### config.mk
export PLATFORM = sky130hd
export DESIGN_NAME = cga_tandy_regs
export DESIGN_NICKNAME = d
export VERILOG_FILES = /design/src/rtl/cga_tandy_regs.sv
export SDC_FILE = /design/constraint.sdc
export NUM_CORES = 1
export LEC_CHECK = 0
export BUFFER_PORTS_ARGS = -buffer_cell sky130_fd_sc_hd__buf_2
export CORE_MARGIN = 1
export CORE_UTILIZATION = 45
export CTS_CLUSTER_SIZE = 14
export DETAILED_ROUTE_END_ITERATION = 8
export SLEW_MARGIN = 20
export SYNTH_ARGS = -nofsm -noshare
export SYNTH_HDL_FRONTEND = slang
export SYNTH_SLANG_ARGS = --single-unit
### constraint.sdc
create_clock -name clk -period 6.2 [get_ports clk]
set_input_delay 0 -clock clk [delete_from_list [all_inputs] [get_ports clk]]
set_output_delay 0 -clock clk [all_outputs]
set_load 0.05 [all_outputs]
### src/rtl/cga_tandy_regs.sv
// cga_tandy_regs
// ---------------------------------------------------------------------------
// CGA / Tandy-compatible video register block on an ISA-style I/O bus.
//
// Holds the CGA mode-control and colour-select registers, plus the Tandy
// indexed registers behind an index/data pair (border colour, mode select and
// a small palette). It also supplies the CRTC status byte on reads, maps pixel
// colour indices through the palette, and generates the text blink phase.
//
// Ports
//   clk, nRESET            sole clock; asynchronous active-low reset
//   bus_a[14:0], bus_aen   I/O address and DMA address-enable (high = no decode)
//   bus_ior_l, bus_iow_l   I/O read / write strobes, active low, async to clk
//   bus_d[7:0]             write data
//   bus_out[7:0], bus_dir  read data and "driving read data" flag
//   tandy_en               enables the indexed Tandy registers and palette
//   freeze                 holds the blink counter and blink phase
//   vsync_l, display_enable  CRTC status sources (sampled once in clk)
//   pix_idx[3:0]           pixel colour index in
//   pix_color[3:0]         palette-mapped colour out (one cycle latency)
//   control_reg, color_reg, border_col, modesel, video_enabled, blink
//                          register contents exported to the video pipeline
// ---------------------------------------------------------------------------
module cga_tandy_regs #(
  parameter logic [15:0] IO_BASE_ADDR       = 16'h3D0,
  parameter int          PAL_ENTRIES        = 16,
  parameter logic [23:0] BLINK_MAX          = 24'd3_579_545,
  parameter bit          NO_DISPLAY_DISABLE = 1'b0
) (
  input  logic        clk,
  input  logic        nRESET,
  input  logic [14:0] bus_a,
  input  logic        bus_aen,
  input  logic        bus_ior_l,
  input  logic        bus_iow_l,
  input  logic [7:0]  bus_d,
  output logic [7:0]  bus_out,
  output logic        bus_dir,
  input  logic        tandy_en,
  input  logic        freeze,
  input  logic        vsync_l,
  input  logic        display_enable,
  input  logic [3:0]  pix_idx,
  output logic [3:0]  pix_color,
  output logic [7:0]  control_reg,
  output logic [7:0]  color_reg,
  output logic [3:0]  border_col,
  output logic [4:0]  modesel,
  output logic        video_enabled,
  output logic        blink
);

  localparam logic [15:0] CTRL_ADDR  = IO_BASE_ADDR + 16'h0008;
  localparam logic [15:0] COLOR_ADDR = IO_BASE_ADDR + 16'h0009;
  localparam logic [15:0] STAT_ADDR  = IO_BASE_ADDR + 16'h000A;
  localparam logic [15:0] DATA_ADDR  = IO_BASE_ADDR + 16'h000E;
  localparam logic [4:0]  PAL_N      = 5'(PAL_ENTRIES);

  localparam logic [4:0]  IDX_BORDER  = 5'h02;
  localparam logic [4:0]  IDX_MODESEL = 5'h03;

  // ---------------------------------------------------------------------------
  // Address decode (combinational, blocked entirely during DMA cycles)
  // ---------------------------------------------------------------------------
  logic sel_ctrl;
  logic sel_color;
  logic sel_stat;
  logic sel_data;

  assign sel_ctrl  = !bus_aen && ({1'b0, bus_a} == CTRL_ADDR);
  assign sel_color = !bus_aen && ({1'b0, bus_a} == COLOR_ADDR);
  assign sel_stat  = !bus_aen && ({1'b0, bus_a} == STAT_ADDR);
  assign sel_data  = !bus_aen && ({1'b0, bus_a} == DATA_ADDR);

  // ---------------------------------------------------------------------------
  // Write strobe synchroniser and commit detection
  // ---------------------------------------------------------------------------
  logic       iow_meta_q, iow_meta_d;
  logic       iow_sync_q, iow_sync_d;
  logic       iow_prev_q, iow_prev_d;
  logic [1:0] settle_q,   settle_d;
  logic       armed_q,    armed_d;
  logic       wr_commit;

  // The synchroniser resets to "strobe idle", so a strobe already held low at
  // reset release would look like a fresh falling edge. Commits are only armed
  // once the synchroniser carries real post-reset samples (settle_q == 2) and
  // has seen the strobe idle; that forces a genuine deassert/assert cycle and
  // keeps the first commit well clear of the reset release.
  always_comb begin
    iow_meta_d = bus_iow_l;
    iow_sync_d = iow_meta_q;
    iow_prev_d = iow_sync_q;
    settle_d   = (settle_q == 2'd2) ? settle_q : settle_q + 2'd1;
    armed_d    = armed_q | ((settle_q == 2'd2) & iow_sync_q);
  end

  // Single-cycle pulse: synchronised strobe was high last cycle, low now.
  assign wr_commit = armed_q & iow_prev_q & ~iow_sync_q;

  always_ff @(posedge clk or negedge nRESET) begin
    if (!nRESET) begin
      iow_meta_q <= 1'b1;
      iow_sync_q <= 1'b1;
      iow_prev_q <= 1'b1;
      settle_q   <= 2'd0;
      armed_q    <= 1'b0;
    end else begin
      iow_meta_q <= iow_meta_d;
      iow_sync_q <= iow_sync_d;
      iow_prev_q <= iow_prev_d;
      settle_q   <= settle_d;
      armed_q    <= armed_d;
    end
  end

  // ---------------------------------------------------------------------------
  // CGA and Tandy registers
  // ---------------------------------------------------------------------------
  logic [7:0] ctrl_q,   ctrl_d;
  logic [7:0] color_q,  color_d;
  logic [4:0] idx_q,    idx_d;
  logic [3:0] border_q, border_d;
  logic [4:0] mode_q,   mode_d;
  logic       data_wr;

  assign data_wr = wr_commit && sel_data && tandy_en;

  always_comb begin
    ctrl_d   = ctrl_q;
    color_d  = color_q;
    idx_d    = idx_q;
    border_d = border_q;
    mode_d   = mode_q;
    if (wr_commit && sel_ctrl) begin
      ctrl_d = bus_d;
    end
    if (wr_commit && sel_color) begin
      color_d = bus_d;
    end
    if (wr_commit && sel_stat && tandy_en) begin
      idx_d = bus_d[4:0];
    end
    if (data_wr && (idx_q == IDX_BORDER)) begin
      border_d = bus_d[3:0];
    end
    if (data_wr && (idx_q == IDX_MODESEL)) begin
      mode_d = bus_d[4:0];
    end
  end

  always_ff @(posedge clk or negedge nRESET) begin
    if (!nRESET) begin
      ctrl_q   <= 8'h29;
      color_q  <= 8'h00;
      idx_q    <= 5'd0;
      border_q <= 4'd0;
      mode_q   <= 5'd0;
    end else begin
      ctrl_q   <= ctrl_d;
      color_q  <= color_d;
      idx_q    <= idx_d;
      border_q <= border_d;
      mode_q   <= mode_d;
    end
  end

  // ---------------------------------------------------------------------------
  // Palette: entries 0..PAL_ENTRIES-1 live at indices 0x10+k. Slots beyond
  // PAL_ENTRIES are identity constants so the lookup mux stays 16 wide; the
  // range check in the pixel path keeps them from ever being selected.
  // ---------------------------------------------------------------------------
  logic [15:0][3:0] pal_rd;

  for (genvar gi = 0; gi < 16; gi++) begin : g_pal
    if (gi < PAL_ENTRIES) begin : g_impl
      logic [3:0] ent_q, ent_d;

      always_comb begin
        ent_d = ent_q;
        if (data_wr && (idx_q == 5'(16 + gi))) begin
          ent_d = bus_d[3:0];
        end
      end

      always_ff @(posedge clk or negedge nRESET) begin
        if (!nRESET) begin
          ent_q <= 4'(gi);
        end else begin
          ent_q <= ent_d;
        end
      end

      assign pal_rd[gi] = ent_q;
    end else begin : g_none
      assign pal_rd[gi] = 4'(gi);
    end
  end

  // ---------------------------------------------------------------------------
  // Pixel colour mapping. Reads the palette flops' current value, so a
  // same-cycle write to the looked-up entry shows up one cycle later.
  // ---------------------------------------------------------------------------
  logic [3:0] pix_q, pix_d;
  logic       pix_hit;

  assign pix_hit = tandy_en && ({1'b0, pix_idx} < PAL_N);

  always_comb begin
    pix_d = pix_idx;
    if (pix_hit) begin
      pix_d = pal_rd[pix_idx];
    end
  end

  always_ff @(posedge clk or negedge nRESET) begin
    if (!nRESET) begin
      pix_q <= 4'd0;
    end else begin
      pix_q <= pix_d;
    end
  end

  // ---------------------------------------------------------------------------
  // Blink phase generator
  // ---------------------------------------------------------------------------
  logic [23:0] blink_cnt_q, blink_cnt_d;
  logic        blink_q,     blink_d;

  always_comb begin
    blink_cnt_d = blink_cnt_q;
    blink_d     = blink_q;
    if (!freeze) begin
      if (blink_cnt_q == BLINK_MAX) begin
        blink_cnt_d = 24'd0;
        blink_d     = ~blink_q;
      end else begin
        blink_cnt_d = blink_cnt_q + 24'd1;
      end
    end
  end

  always_ff @(posedge clk or negedge nRESET) begin
    if (!nRESET) begin
      blink_cnt_q <= 24'd0;
      blink_q     <= 1'b0;
    end else begin
      blink_cnt_q <= blink_cnt_d;
      blink_q     <= blink_d;
    end
  end

  // ---------------------------------------------------------------------------
  // CRTC status sampling and read path
  // ---------------------------------------------------------------------------
  logic vs_q, vs_d;
  logic de_q, de_d;

  always_comb begin
    vs_d = vsync_l;
    de_d = display_enable;
  end

  always_ff @(posedge clk or negedge nRESET) begin
    if (!nRESET) begin
      vs_q <= 1'b1;
      de_q <= 1'b0;
    end else begin
      vs_q <= vs_d;
      de_q <= de_d;
    end
  end

  // Reads follow the raw strobe so data is valid within the ISA read window.
  always_comb begin
    bus_out = 8'h00;
    bus_dir = 1'b0;
    if (!bus_ior_l && sel_stat) begin
      bus_out = {4'b1111, vs_q, 2'b10, ~de_q};
      bus_dir = 1'b1;
    end
  end

  // ---------------------------------------------------------------------------
  // Outputs
  // ---------------------------------------------------------------------------
  assign control_reg   = ctrl_q;
  assign color_reg     = color_q;
  assign border_col    = border_q;
  assign modesel       = mode_q;
  assign pix_color     = pix_q;
  assign blink         = blink_q;
  assign video_enabled = NO_DISPLAY_DISABLE ? 1'b1 : ctrl_q[3];

endmodule

# Word level (Yosys, flattened, before mapping)
# Index checks and enable logic that the tools add are counted.
[totals]
ff_bits = 131
inputBits = 36
output_inout_bits = 40
word_cells = 104
[classes]
add_sub_neg = 2
magnitude_cmp = 1
n_eq_ne = 24
muxes = 6
bitwise = 8
reduce_logical = 32
[ops]
columns = ["operator", "n"]
rows = [
  ["$eq 5x5->1 const B", 16],
  ["$eq 15x10->1 const B", 4],
  ["$logic_and 1x1->1", 29],
  ["$add 24x1->24 const B", 1],
  ["$eq 24x22->1 const B", 1],
  ["$mux 24", 1],
  ["$bmux 4 s4", 1],
  ["$eq 5x2->1 const B", 2],
  ["$mux 4", 2],
  ["$mux 8", 1],
  ["$lt 4x5->1 const B", 1],
  ["$not 1->1", 4],
  ["$and 1x1->1", 3],
  ["$add 2x1->2 const B", 1],
  ["$eq 2x2->1 const B", 1],
  ["$logic_not 1->1", 2],
  ["$reduce_and 2->1", 1],
  ["$mux 1", 1],
  ["$or 1x1->1", 1],
]

# Depth between registers and ports, before layout
# Gate-level depths: netlist of run 1.
[depth]
depth_word = 5
ltp_mapped = 6

# Least setup slack after synthesis of run 1
# OpenSTA, ideal clock, no wires.
[synth_timing]
path_type = "input port to output port"
startpoint = "input port bus_a[2]"
endpoint = "output port bus_out[0]"
arrival_ns = 3.359
setup_slack_ns = 2.841
path_stages = 5
path_buffers = 1
cell_sequence = "buf_2 -> nor4b_1 -> nand2_1 -> nor4bb_1 -> nor2b_1"
[synth_between]
elab_chain_cells = 4
[synth_lines]
columns = ["item", "line", "source"]
rows = [
  ["start, declared", "32", "input logic [14:0] bus_a,"],
  ["$eq 15x10->1", "72", "assign sel_stat = !bus_aen && ({1'b0, bus_a} == STAT_ADDR);"],
  ["$logic_and 1x1->1", "72", ""],
  ["$logic_and 1x1->1", "278", "if (!bus_ior_l && sel_stat) begin"],
  ["$mux 8", "278", ""],
  ["end, declared", "37", "output logic [7:0] bus_out,"],
]
# Every way passes these cells.

# Final worst setup path of run 1
[layout_timing]
startpoint = "register blink_cnt_q[9]"
endpoint = "register blink_q, in the netlist blink"
[layout_between]
elab_chain_cells = 2
[layout_lines]
columns = ["item", "line", "source"]
rows = [
  ["start, declared", "227", "logic [23:0] blink_cnt_q, blink_cnt_d;"],
  ["start signal, assigned", "248", "blink_cnt_q <= blink_cnt_d;"],
  ["$eq 24x22->1", "234", "if (blink_cnt_q == BLINK_MAX) begin"],
  ["$reduce_and 2->1 (no source line)", "--", ""],
  ["end signal, assigned", "249", "blink_q <= blink_d;"],
  ["end, declared", "228", "logic blink_q, blink_d;"],
]
# Every way passes these cells.
# A chain may end at the register's enable or synchronous reset.

==> results.py, run 1 <==
metrics = {
    "floorplan": {
        "initial_core_util": 0.4704,
        "dieArea_um2": 14540,
        "die_y_um": 120.6,
        "die_w_um": 120.6,
        "fp-row-count": 42,
        "fp.coreArea_um2": 13450,
        "io_pins": 76,
    },
    "synthesis": {
        "syn_inst": 456,
        "seq_area_frac_synth": 0.5257,
        "synth_ff_type": "dfrtp_1",
        "synth-edff-count": 0,
        "ys_warn_count": 0,
        "syn_avg_cell_area_um2": 13.88,
        "synth_cell_types": 57,
        "synth_nets": 495,
        "netlist_area_um2": 6329,
        "synth_seq_cells": 131,
        "async_flop_share": 1.000,
    },
    "power_and_ir_drop": {
        "combPwrFrac": 0.064,
        "internal_power_uw": 1540,
        "p_sw_frac": 0.2272,
        "seq_power_share": 0.456,
        "powerDensity_nw_per_um2": 267.2,
        "ir_drop_mv": 0.1691,
        "p_leak_uw": 0.003555,
        "p_switching_uw": 453.0,
        "clkPwrFrac": 0.480,
    },
    "route": {
        "drc": 0,
        "drt_wl_total_mm": 13.45,
        "postRouteAntennaNets": 0,
        "viasPerCell": 5.523,
        "routedWlPerCell_um": 18.66,
        "vias": 3982,
        "firstDrtPassIters": 4,
        "drtIter0Drc": 187,
    },
    "timing": {
        "max_clock_freq_ghz": 0.4473,
        "slew_headroom": 0.4383,
        "setup_violations": 0,
        "setup_slack_ps": 3965,
        "fin_crit_sh": 0.3605,
        "tightest_slew_ps": 836.1,
        "hold_violations": 0,
        "skew_ps": 6.461,
        "slew_viol_final": 0,
        "grt_setup_unrepaired": "no",
        "finalSetupTns_ps": 0,
        "min_period_ps": 2235,
    },
    "placement": {
        "place.gp.congestion": 0.8433,
        "dpl_cell_area_um2": 6779,
        "portBuffers": 74,
        "hpwlAfterDp_mm": 9.231,
        "place_ws_ps": 3839,
        "placed_cells": 678,
    },
    "outcome": {
        "status": "completed",
    },
    "global_routing": {
        "antenna_found_initial": 0,
        "grt_pass1_vias": 4012,
        "grt_max_degree": 47,
        "grt_pass1_wl_mm": 21.93,
        "overflow": 0,
        "grtUsageTotal": 0.2036,
    },
    "finish": {
        "top_register": "g_pal.g_impl.ent_q",
        "top_regs": "g_pal.g_impl.ent_q: 64 flops, blink_cnt_q: 24 flops",
        "finalInstanceArea_um2": 7461,
        "largest_reg_flops": 64,
        "num-nets-final": 571,
        "fin_cells": 721,
        "drive_above_1_share": 0.4606,
        "antenna_cells": 0,
        "fillerInstances": 1155,
        "area_growth_pct": 17.89,
        "fin_util": 0.5546,
    },
    "worst_setup_path": {
        "crit_type": "reg2reg",
        "cpPeakStageDelay_ps": 650,
        "path_max_fanout": 7,
        "path_cells": "nand4_1 -> or3_1 -> nor3_1 -> buf_4 -> xor2_1",
        "crit_arrival_ps": 2570,
        "end_kind": "flop",
        "cp-start-kind": "flop",
        "cp.required_ps": 6540,
        "crit_slowest_cell": "nor3_1",
    },
    "clock_tree": {
        "cts_tree": "done",
        "h-tree-depth": 4,
        "insertion_delay_ps": 420,
        "cts.path.max_buffers": 2,
        "cts_buffers": 17,
        "post_cts_buffers": 0,
        "cts_sinks": 131,
        "postCtsResizedCells": 0,
        "clk_pin_slew_ps": 60,
        "root_buffer": "clkbuf_16",
    },
    "flow_run": {
        "maxCapViolCount": 0,
    },
    "hold_path": {
        "hold_class": "in2reg",
    },
}
==> cell type report <==
class	instances	area, µm²	area share
inverter	6	22.52	0.003019
sequential	131	3327	0.4459
tap	176	220.2	0.02952
timing repair buffer	88	505.5	0.06775
multi-input combinational	288	2814	0.3772
clock buffer	28	526.8	0.07060
clock inverter	4	45.04	0.006037
==> routing by layer <==
layer | part of all wire | track usage
met1 | 0.46 | 0.2692
met2 | 0.50 | 0.3272
met3 | 0.026 | 0.04340
met4 | 0.018 | 0.08179
met5 | 0 | 0
==> layout by cell type (no fill, tap or decap), types with 5 or more instances in the layout <==
cell type	netlist	layout
dfrtp_1	92	92
buf_2	6	73
mux2_2	54	54
dfstp_2	39	39
mux2_1	28	28
nand2_1	19	19
nand4_1	18	18
clkbuf_16	0	17
mux2_4	16	16
mux4_2	15	15
nor2_1	14	14
dlygate4sd3_1	0	11
xnor2_1	10	10
o21ai_0	10	10
nor3_1	9	9
a21oi_1	8	8
nor4_4	8	8
nor4_1	7	7
xor2_1	7	7
nand3_1	6	6
or3_1	6	6
clkbuf_8	0	6
inv_1	5	5
clkbuf_1	15	5
==> power by group through the flow <==
stage               clock [µW]  combinational (µW)  sequential [µW]
finish                     957                 128              908
global route              1010                 144              912
floorplan                    0                68.0              924
CTS                        981                 131              908
detailed placement           0                 125              922
global placement             0                 123              921
==> synthesized netlist by cell type (all sizes together), types with 5 or more instances <==
library cell	count	area (µm²)
o21ai	10	50.05
buf	16	108.9
xnor2	10	87.58
nor2	14	52.55
nand2	19	71.32
nor3	12	87.58
or3	8	56.31
nor4	15	214.0
mux4	15	337.8
dfrtp	92	2302
a21oi	9	48.80
dfstp	39	1025
xor2	7	61.31
inv	5	18.77
nand4b	5	80.08
nand4	18	112.6
clkbuf	15	56.30
mux2	98	1164
nand3	7	40.04
==> path summary, 6_finish.rpt <==
kind	from	end	slack, ps	depth (start not counted)
max	blink_cnt_q[9]	blink	3960	5
min	pix_idx[3]	pix_color[3]	30	2
max reg2reg	blink_cnt_q[9]	blink	3960	5
min reg2reg	iow_meta_q	iow_prev_d	350	0
max in group asynchronous	nRESET	g_pal[9].g_impl.ent_q[2]	5070	3
min in group asynchronous	nRESET	control_reg[1]	100	2
==> kinds of logic after synthesis <==
kind of cell,synth area share
other cells,0.0005926
simple gates,0.1487
xor+xnor,0.02353
flops,0.5257
fa+ha+maj,0.005932
mux,0.2420
compound gates,0.02392
buf+inv,0.02965
==> critical path: cells and delay by family (launching register included) <==
kind | cells | cell delay [ps]
DFF | 1 | 420
and+or+nand+nor | 3 | 1290
buffers and inverters | 1 | 290
xor gates and xnor gates | 1 | 150
==> timing repair <==
item	in CTS	in global routing
hold buffers	11	0
hold endpoints to repair	59	0
endpoints found under the setup margin	0	0
==> metrics by stage <==
stage	hold slack, ps	power [µW]
floorplan	-295.6	991.9
global placement	7.394	1044
detailed placement	17.62	1047
CTS	16.43	2020
global route	50.72	2071
finish	28.65	1993
Note: power is estimated with default switching activity, not from simulation.
==> run 2: changes to the inputs <==
--- a/config.mk
+++ b/config.mk
@@ -5,6 +5,7 @@
 export SDC_FILE = /design/constraint.sdc
 export NUM_CORES = 1
 export LEC_CHECK = 0
+export ABC_AREA = 1
 export BUFFER_PORTS_ARGS = -buffer_cell sky130_fd_sc_hd__buf_2
 export CORE_MARGIN = 1
 export CORE_UTILIZATION = 45
==> constraint.sdc (replaced) <==
create_clock -name clk -period 2.15 [get_ports clk]
set_input_delay 0 -clock clk [delete_from_list [all_inputs] [get_ports clk]]
set_output_delay 0 -clock clk [all_outputs]
set_load 0.05 [all_outputs]
==> results.py, run 2 <==
metrics = {
    "worst_setup_path": {
        "crit_slowest_cell": "dlygate4sd3_1",
        "path_max_fanout": 7,
        "rrSetupSlack_ps": 380,
        "cp-start-kind": "input pin",
        "path_cells": "dlygate4sd3_1 -> buf_2 -> nor2_1 -> nand2_1 -> nor3_1 -> nand2_1 -> nor2_2 -> inv_1 -> nor2_1 -> buf_2",
        "cpPeakStageDelay_ps": 540,
        "end_kind": "output pin",
        "crit_type": "in2out",
        "worstRegToRegCells": 8,
        "crit_arrival_ps": 1890,
        "cp.required_ps": 2150,
        "r2r_end": "modesel[0]",
        "crit_end": "bus_out[0]",
        "setup.worst_path.start": "bus_a[0]",
        "timing.rr.start": "iow_prev_q",
    },
    "synthesis": {
        "syn_avg_cell_area_um2": 7.104,
        "synthAdderAreaFrac": 0.005165,
        "synth-simple-area-share": 0.3202,
        "yosys-top-cells-area": "dfrtp_1 32%, nand2_1 15%, dfstp_2 14%",
        "synth-edff-count": 0,
        "syn_inst": 1023,
        "synth_cell_types": 31,
        "synth_top_area_frac": 0.3168,
        "synth_compound_area_frac": 0.06043,
        "synth_most_common_cell": "nand2_1",
        "ys_warn_count": 0,
        "netlist_area_um2": 7267,
        "synth_top_family_by_area": "simple AND/OR/NAND/NOR gates",
        "synth.top_cells.by_count": "287 x nand2_1, 221 x inv_1, 92 x dfrtp_1, 76 x nand4_1, 71 x nand3_1",
        "synth_ff_type": "dfrtp_1",
        "async_flop_share": 1.000,
        "synth-xor-area-share": 0.007231,
        "synth_nets": 1062,
        "seq_area_frac_synth": 0.4578,
        "synth_seq_cells": 131,
        "yosys-mux-area-fraction": 0,
        "synth_top_cell_by_area": "dfrtp_1",
    },
    "global_routing": {
        "grt_pass1_wl_mm": 30.75,
        "grt_pass1_vias": 6198,
        "antenna_found_initial": 0,
        "grtUsageTotal": 0.2408,
        "grt_max_degree": 80,
        "overflow": 0,
    },
    "power_and_ir_drop": {
        "powerDensity_nw_per_um2": 717.4,
        "p_switching_uw": 1598,
        "p_leak_uw": 0.004745,
        "seq_power_share": 0.428,
        "internal_power_uw": 4627,
        "clkPwrFrac": 0.481,
        "p_sw_frac": 0.2568,
        "combPwrFrac": 0.091,
        "ir_drop_mv": 0.5670,
    },
    "timing": {
        "min_period_ps": 1894,
        "finalSetupTns_ps": 0,
        "hold_violations": 0,
        "skew_ps": 6.018,
        "slew_headroom": 0.5490,
        "grt_setup_unrepaired": "no",
        "max_clock_freq_ghz": 0.5279,
        "setup_violations": 0,
        "fin_crit_sh": 0.8812,
        "setup_slack_ps": 255.5,
        "tightest_slew_ps": 674.1,
        "slew_viol_final": 0,
    },
    "finish": {
        "multiInputGateArea_um2": 2868,
        "drive_above_1_share": 0.1584,
        "top_regs": "g_pal.g_impl.ent_q: 64 flops, blink_cnt_q: 24 flops",
        "fin_util": 0.5482,
        "antenna_cells": 0,
        "num-nets-final": 1150,
        "area_growth_pct": 19.40,
        "layout_commonest_cell": "nand2_1",
        "ff_latch_area_um2": 3327,
        "largest_reg_flops": 64,
        "fillerInstances": 1576,
        "layout_common_cells": "287 x nand2_1, 221 x inv_1, 92 x dfrtp_1, 76 x nand4_1, 73 x buf_2",
        "top_register": "g_pal.g_impl.ent_q",
    },
    "route": {
        "drtIter0Drc": 343,
        "drc": 0,
        "vias": 6558,
        "firstDrtPassIters": 5,
        "drt_wl_total_mm": 18.42,
        "postRouteAntennaNets": 0,
        "routedWlPerCell_um": 13.75,
        "viasPerCell": 4.894,
    },
    "clock_tree": {
        "insertion_delay_ps": 430,
        "clk_pin_slew_ps": 50,
        "cts_buffers": 17,
        "postCtsResizedCells": 0,
        "h-tree-depth": 4,
        "cts_sinks": 131,
        "cts.path.max_buffers": 2,
        "cts_tree": "done",
        "root_buffer": "clkbuf_16",
    },
    "placement": {
        "portBuffers": 74,
        "place_ws_ps": 377.2,
        "hpwlAfterDp_mm": 12.64,
        "place.gp.congestion": 0.8814,
    },
    "floorplan": {
        "initial_core_util": 0.4591,
        "fp-row-count": 46,
        "fp.coreArea_um2": 15830,
        "die_y_um": 129.1,
        "dieArea_um2": 16660,
        "die_w_um": 129.1,
        "io_pins": 76,
    },
    "flow_run": {
        "maxCapViolCount": 0,
    },
    "outcome": {
        "status": "completed",
    },
    "hold_path": {
        "hold_class": "in2reg",
        "whs_path_depth": 4,
    },
}
run 2: cell count changes after synthesis, moves of 28 or more:
cell	delta
nor2_1	+52
mux2_1	-28
nand2_1	+268
nand3_1	+65
inv_1	+216
o21ai_0	+37
nand4_1	+58
mux2_2	-54
run 2: final cells by class:
type	count	area share
clock inverter	13	0.01802
clock buffer	19	0.05220
timing repair buffer	113	0.08609
multi-input combinational	620	0.3305
inverter	228	0.09863
tap	216	0.03115
sequential	131	0.3834
run 2: logic make-up after synthesis:
| group | after synthesis |
|---|---|
| simple gates | 528 |
| buf+inv | 272 |
| flops | 131 |
| compound gates | 82 |
| xor+xnor | 6 |
| fa+ha+maj | 3 |
| other cells | 1 |
run 2: how the worst min path moves through the flow:
stage | from | endpoint
after detailed placement | nRESET | de_q
after floorplan | nRESET | armed_q
after CTS | pix_idx[2] | pix_color[0]
after global placement | nRESET | de_q
final | pix_idx[2] | pix_color[0]
after global routing | pix_idx[2] | pix_color[0]
run 2: timing repair:
action,4_1_cts,5_1_grt
endpoints found under the hold margin,90,0
hold buffers,16,0
buffers inserted,0,0
run 2: layer usage:
layer  vias up  share of wire  track usage  routed length (µm)
li1       3351              -            -                   -
met1      3017           0.47       0.3309                8742
met2       165           0.46       0.3816                8554
met3        25          0.048      0.05120                 877
met4         0          0.013      0.07474                 248
met5         -              0            0                   0
run 2: critical path, delay by kind of cell:
family | cells | cell delay, ps
and+or+nand+nor | 6 | 860
buffers and inverters | 4 | 1030
run 2: power by group through the flow:
stage / logic (µW) / clock network (µW) / registers (µW)
6_report: 569 / 2990 / 2660
5_1_grt: 645 / 3170 / 2680
4_1_cts: 572 / 3070 / 2660
3_5_place_dp: 550 / 0 / 2700
3_3_place_gp: 546 / 0 / 2700
2_1_floorplan: 321 / 0 / 2690
run 2: metrics by stage:
| step | instances | power (µW) | cell area (µm²) | hold slack, ps |
|---|---|---|---|---|
| 3_3_place_gp | 1292 | 3246 | 7908 | 36.11 |
| 2_1_floorplan | 1023 | 3014 | 7269 | -295.6 |
| 3_5_place_dp | 1292 | 3250 | 7908 | 39.16 |
| 5_1_grt | 1340 | 6492 | 8677 | 24.70 |
| 6_report | 1340 | 6225 | 8677 | 26.26 |
| 4_1_cts | 1340 | 6303 | 8677 | 8.502 |
